--- config.mk ---
export PLATFORM = sky130hd
export DESIGN_NAME = stopwatch_control
export DESIGN_NICKNAME = d
export VERILOG_FILES = /design/src/rtl/stopwatch_control.sv
export SDC_FILE = /design/constraint.sdc
export NUM_CORES = 1
export LEC_CHECK = 0
export ABC_CLOCK_PERIOD_IN_PS = 2110
export BUFFER_PORTS_ARGS = -buffer_cell sky130_fd_sc_hd__buf_2
export CORE_AREA = 4 4 73 75
export DETAILED_ROUTE_END_ITERATION = 10
export DIE_AREA = 0 0 77 79
export PLACE_DENSITY_LB_ADDON = 0.12
export SYNTH_ARGS = -nofsm -noshare
export SYNTH_HDL_FRONTEND = slang
export SYNTH_SLANG_ARGS = --single-unit
--- constraint.sdc ---
create_clock -name CLOCK_50 -period 2.11 [get_ports CLOCK_50]
set_input_delay 0.211 -clock CLOCK_50 [delete_from_list [all_inputs] [get_ports CLOCK_50]]
set_output_delay 0.211 -clock CLOCK_50 [all_outputs]
set_load 0.005 [all_outputs]
--- src/rtl/stopwatch_control.sv ---
// Pushbutton front end for the stopwatch timer: synchronizes, debounces and decodes the
// KEY presses into run enable, clear pulse and, when STOPWATCH_LAP_EN is defined, a lap freeze.

module stopwatch_button #(
    parameter int DEBOUNCE_CYCLES = 1000000,
    parameter int CNT_W           = 20
) (
    input  logic CLOCK_50,
    input  logic resetn,
    input  logic key_n,
    output logic press
);

    localparam logic [CNT_W-1:0] CNT_LAST = CNT_W'(DEBOUNCE_CYCLES - 1);

    logic             sync_meta;
    logic             sync_level;
    logic             level;
    logic [CNT_W-1:0] cnt;

    always_ff @(posedge CLOCK_50) begin
        if (!resetn) begin
            sync_meta  <= 1'b1;
            sync_level <= 1'b1;
        end else begin
            sync_meta  <= key_n;
            sync_level <= sync_meta;
        end
    end

    // Any single cycle where the synchronized level agrees with the accepted one restarts the count.
    always_ff @(posedge CLOCK_50) begin
        if (!resetn) begin
            level <= 1'b1;
            cnt   <= '0;
        end else if (sync_level == level) begin
            cnt <= '0;
        end else if (cnt == CNT_LAST) begin
            level <= sync_level;
            cnt   <= '0;
        end else begin
            cnt <= cnt + 1'b1;
        end
    end

    assign press = level && !sync_level && (cnt == CNT_LAST);

endmodule

module stopwatch_control #(
    parameter int DEBOUNCE_CYCLES = 1000000,
    parameter int CNT_W           = 20
) (
    input  logic       CLOCK_50,
    input  logic       resetn,
    input  logic       key_startstop_n,
    input  logic       key_clear_n,
    input  logic       key_lap_n,
    output logic       enable,
    output logic       clear_pulse,
    output logic       lap_freeze,
    output logic [1:0] state
);

    typedef enum logic [1:0] {
        ST_IDLE  = 2'b00,
        ST_RUN   = 2'b01,
        ST_PAUSE = 2'b10
    } run_state_t;

    logic       startstop_press;
    logic       clear_press;
    logic       lap_press;
    run_state_t state_q;
    run_state_t state_d;
    logic       enable_d;
    logic       clear_d;
    logic       freeze_q;
    logic       freeze_d;

    stopwatch_button #(
        .DEBOUNCE_CYCLES(DEBOUNCE_CYCLES),
        .CNT_W          (CNT_W)
    ) u_startstop (
        .CLOCK_50(CLOCK_50),
        .resetn  (resetn),
        .key_n   (key_startstop_n),
        .press   (startstop_press)
    );

    stopwatch_button #(
        .DEBOUNCE_CYCLES(DEBOUNCE_CYCLES),
        .CNT_W          (CNT_W)
    ) u_clear (
        .CLOCK_50(CLOCK_50),
        .resetn  (resetn),
        .key_n   (key_clear_n),
        .press   (clear_press)
    );

`ifdef STOPWATCH_LAP_EN
    localparam logic LAP_BUILT = 1'b1;

    stopwatch_button #(
        .DEBOUNCE_CYCLES(DEBOUNCE_CYCLES),
        .CNT_W          (CNT_W)
    ) u_lap (
        .CLOCK_50(CLOCK_50),
        .resetn  (resetn),
        .key_n   (key_lap_n),
        .press   (lap_press)
    );
`else
    localparam logic LAP_BUILT = 1'b0;

    logic unused_lap_key;

    assign unused_lap_key = key_lap_n;
    assign lap_press      = 1'b0;
`endif

    // Outputs are registered alongside the state so the timer sees clean levels.
    always_ff @(posedge CLOCK_50) begin
        if (!resetn) begin
            state_q     <= ST_IDLE;
            enable      <= 1'b0;
            clear_pulse <= 1'b0;
            freeze_q    <= 1'b0;
        end else begin
            state_q     <= state_d;
            enable      <= enable_d;
            clear_pulse <= clear_d;
            freeze_q    <= freeze_d & LAP_BUILT;
        end
    end

    // Clear overrides every other press arriving on the same cycle.
    always_comb begin
        state_d  = state_q;
        enable_d = enable;
        clear_d  = 1'b0;
        freeze_d = freeze_q;
        if (clear_press) begin
            state_d  = ST_IDLE;
            enable_d = 1'b0;
            clear_d  = 1'b1;
            freeze_d = 1'b0;
        end else begin
            case (state_q)
                ST_IDLE: begin
                    freeze_d = 1'b0;
                    if (startstop_press) begin
                        state_d  = ST_RUN;
                        enable_d = 1'b1;
                    end
                end
                ST_RUN: begin
                    if (lap_press) begin
                        freeze_d = !freeze_q;
                    end
                    if (startstop_press) begin
                        state_d  = ST_PAUSE;
                        enable_d = 1'b0;
                    end
                end
                ST_PAUSE: begin
                    if (lap_press) begin
                        freeze_d = 1'b0;
                    end
                    if (startstop_press) begin
                        state_d  = ST_RUN;
                        enable_d = 1'b1;
                    end
                end
                default: begin
                    state_d  = ST_IDLE;
                    enable_d = 1'b0;
                    freeze_d = 1'b0;
                end
            endcase
        end
    end

    assign state      = state_q;
    assign lap_freeze = freeze_q;

endmodule

==> summary.md, run 1 <==
| Metric | Value |
|---|---|
| Outcome | `finished, final reports clean` |
| Overall Global Routing Usage | `0.1388` |
| Largest net degree at the start of global routing | `21` |
| Rows | `25` |
| DR pass1 iterations | `4` |
| Gpl congestion | `0.7276` |
| Worst Hold End | `u_clear.sync_meta$_SDFF_PN1_` |
| CTS Buf Count | `5` |
| Post-DP HPWL | `2669 µm` |
| RSZ-0062 raised after global routing | `false` |
| Post-synthesis register bit count | `49` |
| Max-Cap Viols | `0` |
| Fmax | `539.9 MHz` |
| Final setup viols | `0` |
| Post-CTS Setup Bufs | `0` |
| Initial antenna violation count | `0` |
| Post-Place Cells | `305` |
| Routed WL | `3816 µm` |
| DRC violations left | `0` |
| Clock skew | `11.46 ps` |
| Startpoint Class | `flip-flop` |
| Root Driver | `clkbuf_8` |
| Asr flop ratio synth | `0` |
| Max Slew Vio Count | `0` |
| Net count after synthesis | `259` |
| Nets | `267` |
| Vias in the first global route | `1530` |
| Initial core utilization | `0.4746` |
| DRT iter0 DRCs | `74` |
| Placed cell area | `0.002292 mm²` |
| Period utilization | `0.8779` |
| First-pass GRT wire length | `6920 µm` |
| Cell variety after synth | `38` |
| Number of synthesized flops with an enable pin | `0` |
| Fin area | `0.002396 mm²` |
| Worst VDD drop | `0.4305 mV` |
| Most frequent cells in the layout | `49 x dfxtp_1, 29 x nor2_1, 15 x a21oi_1, 14 x nand3_1, 13 x nand2_1` |
| Die height | `79 µm` |
| R2R setup slack | `260 ps` |
| Endpoints failing hold | `0` |
| Leading area contributor after synthesis | `dfxtp_1` |
| Reg2reg start | `u_clear.cnt[2]$_SDFF_PP0_` |
| Crit-path cells | `and4_1, nand2_1, or4_1, o211ai_1` |
| Clock-pin slew on the worst setup and hold paths | `80 ps` |
| Hold_sp | `key_clear_n` |
| Final min period | `1852 ps` |
| Port bufs | `7` |
| CTS tree | `yes` |
| Cell depth of the worst flop-to-flop path | `4` |
| Synth Cell Area | `0.002212 mm²` |
| Syn. warnings | `0` |
| # hold bufs at CTS | `0` |
| Fin Hold WS | `95.93 ps` |
| Top FF cell, synth | `dfxtp_1` |
| Worst path slowest cell | `or4_1` |
| Util after Layout | `0.5141` |
| Critical path fanouts, max | `8` |
| Area grow syn2layout | `8.315%` |
| Crit path DAT | `2060 ps` |
| Leakage | `0.7801 nW` |
| Final non-filler cell total | `312` |
| Max incr delay on CP | `550 ps` |
| R2R Path End | `u_clear.level$_SDFFE_PN1P_` |
| Syn avg cell area | `8.848 µm²` |
| I/O pins | `10` |
| PD cells | `663.7 mW/mm²` |
| WL/cell | `12.23 µm` |
| Synth top area share | `0.4434` |
| Sequential share of the synthesized area | `0.4434` |
| Vias post-DR | `1700` |
| Die X | `77 µm` |
| Post-cts resize count | `0` |
| Clock Latency Late Sink | `300 ps` |
| Area contributors post-synth | `dfxtp_1 44%, nor2_1 4.9%, xnor2_1 4.8%` |
| Mapped Cells | `250` |
| Vias per cell | `5.449` |
| Full die area | `0.006083 mm²` |
| Share of cells above drive strength 1 | `0.09690` |
| Clk sink count | `49` |
| CTS HTree Levels | `2` |
| Leading cell type in the layout, fill and taps excluded | `dfxtp_1` |
| WHS Path Cells | `2` |
| Total core area | `0.004661 mm²` |
| Hold crit path type | `in2reg` |
| CP endpoint kind | `flip-flop` |
| Fillers | `431` |
| Worst EP required | `2320 ps` |
| Setup TNS | `0 ps` |
| Clock Tree Buf Depth | `2` |
| Antenna Nets Post-Route | `0` |
| Diodes inserted | `0` |
| GRT Residual Overflow | `0` |
| Critical path class | `reg2reg` |
==> critical path, delay by kind of cell, from the launching register on <==
| family | cells | cell delay [ps] |
|---|---|---|
| AND/OR/NAND/NOR | 3 | 1180 |
| AO/OA/AOI/OAI | 1 | 180 |
| flip-flops | 1 | 410 |
==> cell families after synthesis <==
kind of cell	Yosys count	share of synthesized area
buffers and inverters	22	0.04751
other	1	0.001695
DFF	49	0.4434
and+or+nand+nor	115	0.2958
adders and majority gates	4	0.02263
xor gates and xnor gates	24	0.09502
AOI/OAI and AO/OA	35	0.09389
==> layer usage <==
layer  track usage  up-vias  routed length (µm)
li1              -      901                   -
met1        0.1976      773                2108
met2        0.2021       22                1539
met3       0.03401        4                 133
met4       0.05338        0                  35
met5             0        -                   0
==> how the worst max path moves through the flow <==
stage,startpoint,slack (ps),to
2_1_floorplan,u_startstop.cnt[0]$_SDFF_PP0_,390,u_startstop.cnt[18]$_SDFF_PP0_
3_3_place_gp,u_clear.cnt[2]$_SDFF_PP0_,300,u_clear.level$_SDFFE_PN1P_
3_5_place_dp,u_clear.cnt[2]$_SDFF_PP0_,290,u_clear.level$_SDFFE_PN1P_
4_1_cts,u_clear.cnt[2]$_SDFF_PP0_,260,u_clear.level$_SDFFE_PN1P_
5_1_grt,u_clear.cnt[2]$_SDFF_PP0_,100,u_clear.cnt[5]$_SDFF_PP0_
6_report,u_clear.cnt[2]$_SDFF_PP0_,260,u_clear.level$_SDFFE_PN1P_
==> cell type report <==
type,count,area [µm²],share of cell area
Clock inverter,2,35.03,0.01462
Sequential cell,49,980.9,0.4094
Timing Repair Buffer,11,65.06,0.02715
Inverter,12,45.04,0.01880
Tap cell,54,67.56,0.02820
Clock buffer,5,68.82,0.02872
Multi-Input combinational cell,179,1134,0.4731
==> Yosys cell counts (3+ instances only) <==
master / instances
a21oi_1: 15
and3_1: 4
and4_1: 4
buf_2: 3
buf_4: 3
clkbuf_1: 3
dfxtp_1: 49
ha_1: 4
inv_1: 12
nand2_1: 13
nand2b_1: 4
nand3_1: 14
nand4_1: 7
nand4_2: 3
nor2_1: 29
nor3_1: 4
nor4_1: 6
o21ai_0: 9
o31ai_1: 6
or3_1: 7
or4_1: 7
xnor2_1: 12
xor2_1: 12
==> per-stage QoR <==
stage          worst slack (ps)  total power, mW
2_1_floorplan             391.1           0.9701
3_3_place_gp              296.0           0.9760
3_5_place_dp              290.5           0.9762
4_1_cts                   259.5            1.621
5_1_grt                   101.5            1.655
6_report                  257.7            1.590
==> power by group <==
| part | switching, mW | total (mW) | internal (mW) |
|---|---|---|---|
| logic | 0.0148 | 0.0239 | 0.00905 |
| registers | 0.00161 | 0.930 | 0.928 |
| clock network | 0.292 | 0.637 | 0.345 |
| total | 0.308 | 1.59 | 1.28 |
==> registers in the layout, summed over array words and instances, names as in the netlist <==
| signal | count |
|---|---|
| u_clear.cnt | 20 |
| u_startstop.cnt | 20 |
| state | 2 |
| clear_pulse | 1 |
| u_clear.level | 1 |
| u_clear.sync_level | 1 |
| u_clear.sync_meta | 1 |
| u_startstop.level | 1 |
| u_startstop.sync_level | 1 |
| u_startstop.sync_meta | 1 |
Power figures use the tool's default switching activity.
==> run 2: changes to the inputs <==
--- a/config.mk
+++ b/config.mk
@@ -6,7 +6,7 @@
 export NUM_CORES = 1
 export LEC_CHECK = 0
 export ABC_CLOCK_PERIOD_IN_PS = 2110
-export BUFFER_PORTS_ARGS = -buffer_cell sky130_fd_sc_hd__buf_2
+export BUFFER_PORTS_ARGS = -buffer_cell sky130_fd_sc_hd__buf_4
 export CORE_AREA = 4 4 73 75
 export DETAILED_ROUTE_END_ITERATION = 10
 export DIE_AREA = 0 0 77 79
==> run 2 against run 1 <==
  * Register-to-register slack gained 20 ps
  * Worst setup slack gained 23 ps
  * Flip-flop and latch count unchanged
  * Core utilization increased by 0.32 points
  * Total power fell by 2.8%
  * Sequential power hardly changed
  * First-iteration DRC count up 38%
  * Largest cell class unchanged
==> summary.md, run 2 (synthesis results as in run 1) <==
| Metric | Value |
|---|---|
| Outcome | `finished, final reports clean` |
| Net load switching power | `0.3111 mW` |
| CTS HTree Levels | `2` |
| Rows | `25` |
| Total core area | `0.004661 mm²` |
| PD cells | `641.4 mW/mm²` |
| Vias post-DR | `1720` |
| Worst EP required | `2330 ps` |
| Sequential power share | `0.601` |
| Diodes inserted | `0` |
| Port bufs | `7` |
| GRT Residual Overflow | `0` |
| Max incr delay on CP | `550 ps` |
| Clock Latency Late Sink | `300 ps` |
| Share of cells above drive strength 1 | `0.1004` |
| Vias per cell | `5.495` |
| Post-cts resize count | `0` |
| Post-Place Cells | `305` |
| Most frequent cells in the layout | `49 x dfxtp_1, 29 x nor2_1, 15 x a21oi_1, 14 x nand3_1, 13 x nand2_1` |
| Delay-heaviest family, CP | `simple AND/OR/NAND/NOR gates` |
| Fmax | `546.8 MHz` |
| Nets | `267` |
| Crit path DAT | `2050 ps` |
| R2R Path End | `u_clear.level$_SDFFE_PN1P_` |
| Leakage | `0.7824 nW` |
| Critical path class | `reg2reg` |
| CTS tree | `yes` |
| Clock power share | `0.382` |
| Area grow syn2layout | `8.993%` |
| Max Slew Vio Count | `0` |
| Setup TNS | `0 ps` |
| Crit path buf inv count | `0` |
| CTS Buf Count | `5` |
| Cell depth of the worst flop-to-flop path | `4` |
| Initial core utilization | `0.4746` |
| RSZ-0062 raised after global routing | `false` |
| Period utilization | `0.8668` |
| Final non-filler cell total | `313` |
| Worst Hold End | `u_startstop.sync_meta$_SDFF_PN1_` |
| Leading cell type in the layout, fill and taps excluded | `dfxtp_1` |
| Hold_sp | `key_startstop_n` |
| Clk sink count | `49` |
| Initial antenna violation count | `0` |
| I/O pins | `10` |
| DR pass1 iterations | `4` |
| Crit-path cells | `and4_1, nand2_1, or4_1, o211ai_1` |
| CP endpoint kind | `flip-flop` |
| Clock skew | `8.039 ps` |
| Fin Hold WS | `98.35 ps` |
| Die X | `77 µm` |
| Max-Cap Viols | `0` |
| # hold bufs at CTS | `0` |
| Gate power share | `0.017` |
| Final min period | `1829 ps` |
| Reg2reg start | `u_clear.cnt[2]$_SDFF_PP0_` |
| Critical path fanouts, max | `8` |
| Overall Global Routing Usage | `0.1425` |
| Endpoints failing hold | `0` |
| Startpoint Class | `flip-flop` |
| DRC violations left | `0` |
| Fillers | `448` |
| Routed WL | `3960 µm` |
| Total area of sequential cells | `980.9 µm²` |
| Worst path slowest cell | `or4_1` |
| R2R setup slack | `280 ps` |
| Util after Layout | `0.5173` |
| DRT iter0 DRCs | `102` |
| Vias in the first global route | `1582` |
| Clock Tree Buf Depth | `2` |
| Post-DP HPWL | `2756 µm` |
| Clock-pin slew on the worst setup and hold paths | `80 ps` |
| Worst VDD drop | `0.3874 mV` |
| WHS Path Cells | `2` |
| Die height | `79 µm` |
| Full die area | `0.006083 mm²` |
| Hold crit path type | `in2reg` |
| Multi-input gate area | `0.001134 mm²` |
| Largest net degree at the start of global routing | `21` |
| Int Pwr | `1.236 mW` |
| Post-CTS Setup Bufs | `0` |
| Switching Share | `0.2011` |
| Final setup viols | `0` |
| Gpl congestion | `0.7621` |
| Root Driver | `clkbuf_8` |
| WL/cell | `12.65 µm` |
| Tot Pwr | `1.547 mW` |
| First-pass GRT wire length | `7086 µm` |
| Antenna Nets Post-Route | `0` |
==> run 2: cell count changes in the layout (fill, tap and decap cells not counted) <==
| cell | change |
|---|---|
| buf_2 | -7 |
| clkbuf_8 | +2 |
| bufinv_16 | -1 |
| buf_4 | +7 |
==> run 2: power groups by stage <==
stage	clock network, mW	logic (mW)	registers, mW
2_1_floorplan	0	0.0185	0.952
3_3_place_gp	0	0.0257	0.952
3_5_place_dp	0	0.0260	0.952
4_1_cts	0.618	0.0261	0.930
5_1_grt	0.659	0.0298	0.931
6_report	0.591	0.0256	0.930
==> run 2: cell type report <==
class / count / area share
inverter: 12 / 0.01868
sequential: 49 / 0.4069
clock buffer: 7 / 0.03996
tap: 54 / 0.02802
timing repair buffer: 11 / 0.03425
clock inverter: 1 / 0.002076
multi-input combinational: 179 / 0.4702
==> run 2: worst max path at each step <==
stage                                      to  slack, ps                          start  cells past startpoint
2_1_floorplan  u_startstop.cnt[18]$_SDFF_PP0_        390  u_startstop.cnt[0]$_SDFF_PP0_                      5
3_3_place_gp       u_clear.level$_SDFFE_PN1P_        310      u_clear.cnt[2]$_SDFF_PP0_                      4
3_5_place_dp        u_clear.cnt[7]$_SDFF_PP0_        290      u_clear.cnt[2]$_SDFF_PP0_                      5
4_1_cts             u_clear.cnt[7]$_SDFF_PP0_        290      u_clear.cnt[2]$_SDFF_PP0_                      5
5_1_grt            u_clear.cnt[12]$_SDFF_PP0_         90      u_clear.cnt[2]$_SDFF_PP0_                      5
6_report           u_clear.level$_SDFFE_PN1P_        280      u_clear.cnt[2]$_SDFF_PP0_                      4
==> run 2: worst reg2reg max path, cell delays in order (launching register included) <==
cell,delay (ps)
dfxtp_1,400
and4_1,390
nand2_1,240
or4_1,550
o211ai_1,170
==> run 2: metal layers <==
metal / vias up / routed length [µm] / global-route usage
met4: 0 / 36 / 0.04804
met5: - / 0 / 0
li1: 903 / - / -
met3: 5 / 108 / 0.03401
met1: 793 / 2146 / 0.1969
met2: 19 / 1669 / 0.2186
==> run 2: through the flow <==
stage	cell area, µm²	setup slack, ps
CTS	2411	286.0
finish	2411	281.1
detailed placement	2310	291.1
floorplan	2212	391.1
global route	2411	89.04
global placement	2310	310.8
==> run 3: changes to the inputs <==
--- a/config.mk
+++ b/config.mk
@@ -7,9 +7,10 @@
 export LEC_CHECK = 0
 export ABC_CLOCK_PERIOD_IN_PS = 2110
 export BUFFER_PORTS_ARGS = -buffer_cell sky130_fd_sc_hd__buf_4
-export CORE_AREA = 4 4 73 75
+export CORE_AREA = 4 4 72 74
 export DETAILED_ROUTE_END_ITERATION = 10
-export DIE_AREA = 0 0 77 79
+export DIE_AREA = 0 0 76 78
+export MAX_ROUTING_LAYER = met4
 export PLACE_DENSITY_LB_ADDON = 0.12
 export SYNTH_ARGS = -nofsm -noshare
 export SYNTH_HDL_FRONTEND = slang
==> constraint.sdc (replaced) <==
create_clock -name CLOCK_50 -period 2.11 [get_ports CLOCK_50]
set_input_delay 0.211 -clock CLOCK_50 [delete_from_list [all_inputs] [get_ports CLOCK_50]]
set_output_delay 0.211 -clock CLOCK_50 [all_outputs]
set_load 0.05 [all_outputs]
==> run 3 against run 2 <==
  * Worst hold slack worse by 5.5 ps
  * Clock skew down 1.5 ps
  * Core utilization up 0.54 points
  * Register-to-register slack better by 20 ps
  * Clock power down 6.9%
  * Sequential power about the same
  * Largest cell class unchanged
==> summary.md, run 3 (synthesis results as in run 1) <==
| Metric | Value |
|---|---|
| Total core area | `0.004598 mm²` |
| Full die area | `0.005928 mm²` |
| Critical path class | `reg2reg` |
| Final min period | `1809 ps` |
| Post-DP HPWL | `2725 µm` |
| Gpl congestion | `0.7241` |
| WL/cell | `12.58 µm` |
| Routed WL | `3937 µm` |
| Worst VDD drop | `0.3442 mV` |
| Pre-CTS setup slack | `295.9 ps` |
| Period utilization | `0.8574` |
| Outcome | `finished, final reports clean` |
| PD cells | `627.7 mW/mm²` |
| DR pass1 iterations | `4` |
| Critical path fanouts, max | `20` |
| GRT Residual Overflow | `0` |
| Switching Share | `0.2051` |
| Startpoint Class | `flip-flop` |
| Final worst slack | `300.9 ps` |
| # hold bufs at CTS | `0` |
| Tot Pwr | `1.509 mW` |
| Worst EP required | `2300 ps` |
| Clock Tree Buf Depth | `2` |
| Post-Place Cells | `306` |
| Final setup viols | `0` |
| Die height | `78 µm` |
| Clock skew | `6.511 ps` |
| Sequential power share | `0.617` |
| Most frequent cells in the layout | `49 x dfxtp_1, 29 x nor2_1, 15 x a21oi_1, 14 x nand3_1, 13 x nand2_1` |
| Setup TNS | `0 ps` |
| Leading cell type in the layout, fill and taps excluded | `dfxtp_1` |
| Max-Cap Viols | `0` |
| Fin Hold WS | `92.82 ps` |
| Nets | `268` |
| Endpoints failing hold | `0` |
| Initial core utilization | `0.4811` |
| CTS Buf Count | `5` |
| Clock power share | `0.364` |
| Share of cells above drive strength 1 | `0.09653` |
| Die X | `76 µm` |
| Fillers | `435` |
| Post-cts resize count | `0` |
| Clock Latency Late Sink | `300 ps` |
| RSZ-0062 raised after global routing | `false` |
| CTS HTree Levels | `2` |
| CP endpoint kind | `flip-flop` |
| Initial antenna violation count | `0` |
| Final non-filler cell total | `313` |
| Fmax | `552.8 MHz` |
| Int Pwr | `1.199 mW` |
| CTS tree | `yes` |
| Rows | `25` |
| Clock-pin slew on the worst setup and hold paths | `80 ps` |
| DRC violations left | `0` |
| Crit path DAT | `2000 ps` |
| Gate power share | `0.019` |
| Overall Global Routing Usage | `0.1465` |
| Diodes inserted | `0` |
| Clk sink count | `49` |
| Area grow syn2layout | `8.654%` |
| Port bufs | `7` |
| Hold crit path type | `in2reg` |
| First-pass GRT wire length | `6872 µm` |
| Vias per cell | `5.463` |
| Util after Layout | `0.5227` |
| Root Driver | `clkbuf_8` |
| Vias in the first global route | `1459` |
| Placed cell area | `0.002317 mm²` |
| Max Slew Vio Count | `0` |
| Fin area | `0.002404 mm²` |
| Net load switching power | `0.3094 mW` |
| Antenna Nets Post-Route | `0` |
| DRT iter0 DRCs | `83` |
| Largest net degree at the start of global routing | `21` |
| Vias post-DR | `1710` |
| I/O pins | `10` |
| Post-CTS Setup Bufs | `0` |
| Leakage | `0.7780 nW` |
-- run 3: cell count changes in the layout (fill, tap and decap cells not counted), sizes merged --
cell    change
buf         +1
clkinv      -1
-- run 3: power by group through the flow --
stage	Combinational [mW]	Sequential (mW)	Clock [mW]
after global routing	0.0333	0.931	0.625
after floorplan	0.0220	0.952	0
final	0.0291	0.930	0.550
after detailed placement	0.0295	0.952	0
after CTS	0.0296	0.930	0.585
after global placement	0.0291	0.952	0
-- run 3: worst paths after layout --
kind | cells after the start | endpoint | from | slack, ps
hold / removal | 2 | u_clear.sync_meta$_SDFF_PN1_ | key_clear_n | 90
setup / recovery | 5 | u_clear.cnt[3]$_SDFF_PP0_ | u_clear.cnt[2]$_SDFF_PP0_ | 300
hold reg to reg | 1 | u_startstop.sync_level$_SDFF_PN1_ | u_startstop.sync_meta$_SDFF_PN1_ | 420
setup reg to reg | 5 | u_clear.cnt[3]$_SDFF_PP0_ | u_clear.cnt[2]$_SDFF_PP0_ | 300
-- run 3: layer usage --
metal  track usage  vias up  wire length [µm]
li1              -      905                 -
met4       0.05872        0                59
met3       0.05104        5               178
met2        0.1918       31              1561
met5             -        -                 0
met1        0.2030      769              2138
-- run 3: layout make-up --
| cell class | count | area (µm²) | area share |
|---|---|---|---|
| Clock buffer | 7 | 86.33 | 0.03592 |
| Inverter | 12 | 45.04 | 0.01874 |
| Multi-Input combinational cell | 179 | 1134 | 0.4716 |
| Sequential cell | 49 | 980.9 | 0.4081 |
| Tap cell | 54 | 67.56 | 0.02811 |
| Timing Repair Buffer | 12 | 90.09 | 0.03748 |
-- run 3: critical path, stage by stage, from the launching register on --
cell      delay (ps)
dfxtp_1          410
and4_1           400
nand2_1          220
o311ai_2         310
buf_4            280
nor2_1            70
